## config.mk

```make
export PLATFORM = sky130hd
export DESIGN_NAME = net_packet_rx
export DESIGN_NICKNAME = d
export VERILOG_FILES = /design/src/rtl/net_packet_rx.sv
export SDC_FILE = /design/constraint.sdc
export NUM_CORES = 1
export LEC_CHECK = 0
export ABC_AREA = 0
export CAP_MARGIN = 20
export CORE_MARGIN = 10
export CORE_UTILIZATION = 50
export DETAILED_ROUTE_END_ITERATION = 10
export PLACE_DENSITY = 0.79
export SYNTH_ARGS = -nofsm -noshare
export SYNTH_HDL_FRONTEND = slang
export SYNTH_SLANG_ARGS = --single-unit
```

## constraint.sdc

```tcl
create_clock -name clk -period 6.9 [get_ports clk]
set_input_delay 0.69 -clock clk [delete_from_list [all_inputs] [get_ports clk]]
set_output_delay 0.69 -clock clk [all_outputs]
set_load 0.01 [all_outputs]
```

## src/rtl/net_packet_rx.sv

```systemverilog
// Network packet receiver: filters packets addressed to this node, queues
// legal ones in a small FIFO and replays them as one-cycle write strobes
// toward instruction memory, register file, barrier mask or PC.
module net_packet_rx #(
  parameter logic [9:0] MY_ID  = 10'd1,
  parameter int         MASK_W = 3,
  parameter int         DEPTH  = 4
) (
  input  logic              clk,
  input  logic              reset,
  input  logic [59:0]       net_packet_flat_i,
  input  logic              sink_ready_i,
  output logic              imem_wen_o,
  output logic [9:0]        imem_addr_o,
  output logic [15:0]       imem_data_o,
  output logic              rf_wen_o,
  output logic [5:0]        rf_addr_o,
  output logic [31:0]       rf_data_o,
  output logic              bar_wen_o,
  output logic [MASK_W-1:0] bar_mask_o,
  output logic              pc_wen_o,
  output logic [9:0]        pc_o,
  output logic              run_o,
  output logic              overflow_o,
  output logic              error_o,
  output logic [15:0]       pkt_count_o
);

  localparam int AW = $clog2(DEPTH);

  localparam logic [2:0] OP_NULL  = 3'd0;
  localparam logic [2:0] OP_INSTR = 3'd1;
  localparam logic [2:0] OP_REG   = 3'd2;
  localparam logic [2:0] OP_PC    = 3'd3;
  localparam logic [2:0] OP_BAR   = 3'd4;

  typedef enum logic {S_HALT, S_RUN} state_e;

  typedef struct packed {
    logic [2:0]  op;
    logic [31:0] data;
    logic [9:0]  addr;
  } entry_t;

  // Packet fields; the reserved bits are deliberately ignored.
  logic [9:0]  w_id;
  logic [2:0]  w_op;
  logic [31:0] w_data;
  logic [9:0]  w_addr;
  logic        w_unused_rsvd;

  assign w_id          = net_packet_flat_i[59:50];
  assign w_op          = net_packet_flat_i[49:47];
  assign w_data        = net_packet_flat_i[41:10];
  assign w_addr        = net_packet_flat_i[9:0];
  assign w_unused_rsvd = &{1'b0, net_packet_flat_i[46:42]};

  logic w_match, w_accept, w_illegal_op;

  assign w_match      = (w_id == MY_ID);
  assign w_accept     = w_match && (w_op != OP_NULL) && (w_op <= OP_BAR);
  assign w_illegal_op = w_match && (w_op > OP_BAR);

  // FIFO storage and pointers; the extra MSB separates full from empty.
  entry_t        r_mem [DEPTH];
  logic [AW:0]   r_wr_ptr, r_rd_ptr;
  logic          w_empty, w_full, w_pop, w_push, w_drop;
  entry_t        w_head;

  assign w_empty = (r_wr_ptr == r_rd_ptr);
  assign w_full  = (r_wr_ptr[AW] != r_rd_ptr[AW]) &&
                   (r_wr_ptr[AW-1:0] == r_rd_ptr[AW-1:0]);
  assign w_pop   = !w_empty && sink_ready_i;
  // A pop on the same edge frees a slot, so a full FIFO can still accept.
  assign w_push  = w_accept && (!w_full || w_pop);
  assign w_drop  = w_accept && w_full && !w_pop;
  assign w_head  = r_mem[r_rd_ptr[AW-1:0]];

  // Write accepted packets into the FIFO storage.
  // NOTE: storage is not reset; emptiness is tracked purely by the pointers.
  always_ff @(posedge clk) begin
    if (w_push) begin
      r_mem[r_wr_ptr[AW-1:0]] <= '{op: w_op, data: w_data, addr: w_addr};
    end
  end

  // FIFO pointers, sticky flags and the accepted-packet counter.
  // NOTE: every clocked block uses non-blocking assignments so all registers
  // see pre-edge values, regardless of block ordering.
  always_ff @(posedge clk) begin
    if (!reset) begin
      r_wr_ptr    <= '0;
      r_rd_ptr    <= '0;
      overflow_o  <= 1'b0;
      pkt_count_o <= '0;
    end else begin
      if (w_push) r_wr_ptr <= r_wr_ptr + 1'b1;
      if (w_pop)  r_rd_ptr <= r_rd_ptr + 1'b1;
      if (w_drop) overflow_o <= 1'b1;
      if (w_push && (pkt_count_o != 16'hFFFF)) pkt_count_o <= pkt_count_o + 16'd1;
    end
  end

  state_e r_state, w_state_nxt;
  logic   w_imem_wen, w_rf_wen, w_bar_wen, w_pc_wen, w_run_err;

  // HALT/RUN state register.
  always_ff @(posedge clk) begin
    if (!reset) r_state <= S_HALT;
    else        r_state <= w_state_nxt;
  end

  // Decode the FIFO head on a pop into next state and strobe requests.
  // NOTE: defaults first, so every path assigns every output and no latch forms.
  always_comb begin
    w_state_nxt = r_state;
    w_imem_wen  = 1'b0;
    w_rf_wen    = 1'b0;
    w_bar_wen   = 1'b0;
    w_pc_wen    = 1'b0;
    w_run_err   = 1'b0;
    if (w_pop) begin
      unique case (w_head.op)
        OP_INSTR: if (r_state == S_RUN) w_run_err = 1'b1; else w_imem_wen = 1'b1;
        OP_REG:   if (r_state == S_RUN) w_run_err = 1'b1; else w_rf_wen   = 1'b1;
        OP_PC: begin
          w_pc_wen    = 1'b1;
          w_state_nxt = w_head.data[0] ? S_RUN : S_HALT;
        end
        OP_BAR:   w_bar_wen = 1'b1;
        default:  ;
      endcase
    end
  end

  assign run_o = (r_state == S_RUN);

  // Registered strobes; data outputs only move when their strobe fires.
  always_ff @(posedge clk) begin
    if (!reset) begin
      imem_wen_o  <= 1'b0;
      imem_addr_o <= '0;
      imem_data_o <= '0;
      rf_wen_o    <= 1'b0;
      rf_addr_o   <= '0;
      rf_data_o   <= '0;
      bar_wen_o   <= 1'b0;
      bar_mask_o  <= '0;
      pc_wen_o    <= 1'b0;
      pc_o        <= '0;
      error_o     <= 1'b0;
    end else begin
      imem_wen_o <= w_imem_wen;
      rf_wen_o   <= w_rf_wen;
      bar_wen_o  <= w_bar_wen;
      pc_wen_o   <= w_pc_wen;
      if (w_imem_wen) begin
        imem_addr_o <= w_head.addr;
        imem_data_o <= w_head.data[15:0];
      end
      if (w_rf_wen) begin
        rf_addr_o <= w_head.addr[5:0];
        rf_data_o <= w_head.data;
      end
      if (w_bar_wen) bar_mask_o <= w_head.data[MASK_W-1:0];
      if (w_pc_wen)  pc_o       <= w_head.addr;
      if (w_illegal_op || w_run_err) error_o <= 1'b1;
    end
  end

endmodule

```

==> summary.txt <==
Run status
  • Status: completed

Setup path
  • Critical path fanouts, max: 45
  • Depth of the worst register-to-register path: 5
  • CP endpoint kind: flip-flop
  • CP Data Required Time: 7.25 ns
  • Arrival time at the worst endpoint: 3.87 ns
  • Setup CP Type: reg -> reg
  • Worst setup SP type: flip-flop

Power
  • Peak VDD IR: 219 uV
  • Pwr Total: 3.39 mW
  • Cell Pwr Density: between 200 and 300 nW/um2
  • Leakage power figure: 4.25 nW

Clock tree
  • Clk Latency, worst-skew pair: 0.53 ns
  • # hold bufs at CTS: 0
  • Longest Clk Path Bufs: 3
  • Clock sink total: 288
  • Root buffer cell: clkbuf_16
  • Post-CTS Setup Bufs: 0
  • Clock slew at reported path FFs: ~0.06 ns
  • H-Tree Level Count: 1
  • Cts repair resizes: 0
  • CTS buffer count: 29
  • CTS tree: yes

STA
  • Slew headroom: 29.0%
  • Final critical-path setup slack: 3.38 ns
  • Hold slack: 0.452 ns
  • RSZ-0062 raised after global routing: false
  • Final setup TNS: 0 ns
  • Final setup vio count: 0
  • Max Fclk: roughly 280 MHz
  • Max Slew Vio Count: 0
  • Slew of the pin with the lowest slew margin: 1.06 ns
  • Min Tclk post-route: 3.52 ns
  • Period utilization: 51.0%
  • Final hold vios: 0
  • Skew final: 0.00813 ns

Place
  • Post-placement setup slack: 3.21 ns
  • GPL Wtd Cong: 0.773
  • DP HPWL: roughly 15,000 um
  • Placed Cells incl. Taps: 1,110
  • Placed instance area: 12,400 um2
  • Number of port buffers: 157

GRT
  • First-pass GRT wire length: 37,300 um
  • Initial antenna violation count: 0
  • Largest net degree at the start of global routing: 78
  • GRT overflow: 0
  • Vias in the first global route: 6,572
  • GRT Overall Usage: 16.8%

Final layout
  • Layout fillers: between 1,500 and 2,000
  • Footprint of the multi-input gates: approximately 2800 um2
  • Final nets: 935
  • Final cell count without fillers: 1,162
  • FF/Latch Area: 7570 um2
  • N_diodes: 0
  • Synthesis-to-layout area growth: 25.1%
  • Fin area: approximately 13,000 um2
  • Fraction of layout cells with a size suffix above 1: 11.7%
  • Fin util: a little under two thirds

Drt
  • Routed Antenna Nets: 0
  • Vias/cell: 5.56
  • Wire length per cell: between 20 and 25 um
  • Final WL: 23,800 um
  • # DRC: 0
  • First DRT Iteration DRCs: 466
  • DRT Pass-1 Iters: 4
  • Via count: 6,464

Floorplan
  • Row count: 53
  • Initial Utilization: between 50% and 60%
  • Die outline width: 166 um
  • # IOs: about 160
  • Core area: 21,000 um2
  • Chip height: 166 um
  • Total die area: 27,500 um2

Synth
  • Top_reg_cell synth: edfxtp_1
  • Post-Syn Instances: 718
  • Syn nets: 787
  • Mapped cell area: 10,600 um2
  • Warnings, synthesis: 0
  • FFs w/ async S/R, synth: 0%
  • Syn avg cell area: about 15 um2
  • Yosys reg bits: about 290
  • Synth top area share: 50.8%
  • Yosys top cell by area: edfxtp_1
  • Cell with the most instances after synthesis: edfxtp_1
  • Yosys cell types: 44
  • Top post-synthesis cells by area: edfxtp_1 51%, dfxtp_1 20%, mux4_2 9.5%, nand3_1 4.0%, o21ai_0 2.4%
  • Post-synth EDFFs: 180
  • Synth cell count leaders: 180 x edfxtp_1, 108 x dfxtp_1, 84 x nand3_1
  • Register area share after synthesis: between 70% and 80%

Worst hold path
  • Hold depth: 2
  • Tightest Hold Check Type: reg -> reg

Flow run
  • Max-cap violation count: 0
layout make-up:
class                           count  area share (%)
Clock inverter                      7           0.846
Sequential cell                   288            56.9
Multi-Input combinational cell    377            21.4
Inverter                            7           0.197
Timing Repair Buffer              163            12.1
Clock buffer                       45            5.98
Tap cell                          275            2.58
flip-flops by register name, indices dropped and copies added (netlist names), named ones only:
signal	flops
bar_wen_o	1
imem_wen_o	1
r_mem	180
overflow_o	1
bar_mask_o	3
r_rd_ptr	3
r_wr_ptr	3
error_o	1
pkt_count_o	16
pc_o	10
imem_addr_o	10
run_o	1
imem_data_o	16
rf_data_o	32
pc_wen_o	1
rf_wen_o	1
rf_addr_o	6
critical path: stages, from the launching register on:
cell      delay, ns
dfxtp_4        0.97
mux4_2         0.65
a311oi_4       0.41
nand3_1        0.84
nand3_1        0.33
o21ai_0        0.13
where the power goes:
part           total, mW  switching [mW]  internal, mW  leakage, nW
Clock               1.50           0.596         0.900        0.438
Combinational     0.0677          0.0352        0.0325         1.33
Sequential          1.83        0.000205          1.83         2.49
layout by cell type (no fill, tap or decap), drive strengths merged, types with 3 or more instances in the layout:
cell	count
ha	6
or4	7
o21ai	83
nand3	85
mux2i	6
nand2	59
and2	4
edfxtp	180
a21oi	8
xor2	4
clkbuf	45
xnor2	6
mux4	45
nor4	6
o31ai	4
nor2	21
buf	7
bufinv	3
inv	7
or3	3
nand2b	4
nor3b	3
dfxtp	108
clkinv	4
clkdlybuf4s50	156
nand4	6
worst paths after layout:
| check | endpoint | slack (ns) | startpoint |
|---|---|---|---|
| hold reg to reg | rf_data_o[30]$_SDFFE_PN0P_ | 0.45 | rf_data_o[30]$_SDFFE_PN0P_ |
| setup / recovery | pc_o[3]$_SDFFE_PN0P_ | 3.38 | flip-flop |
| setup reg to reg | pc_o[3]$_SDFFE_PN0P_ | 3.38 | flip-flop |
| hold / removal | rf_data_o[30]$_SDFFE_PN0P_ | 0.45 | rf_data_o[30]$_SDFFE_PN0P_ |
cells by family (layout without fill, tap and decap cells):
| family | count (synthesis) | in the layout | share of synthesized area (%) |
|---|---|---|---|
| DFF | 288 | 288 | 71.1 |
| xor gates and xnor gates | 10 | 10 | 0.823 |
| and+or+nand+nor | 206 | 206 | 9.60 |
| adders and majority gates | 6 | 6 | 0.706 |
| muxes | 51 | 51 | 10.1 |
| AOI/OAI and AO/OA | 104 | 104 | 5.42 |
| buffers and inverters | 53 | 222 | 2.25 |
routing by layer:
layer  up-vias  GRT usage (%)  share of wire, %
met5         -              0                 0
met4         0           3.47               1.2
met3        25           4.52               7.8
met2       194           28.0                49
met1      3212           21.5                42
li1       3033              -                 -
(Power assumes the default switching activity.)
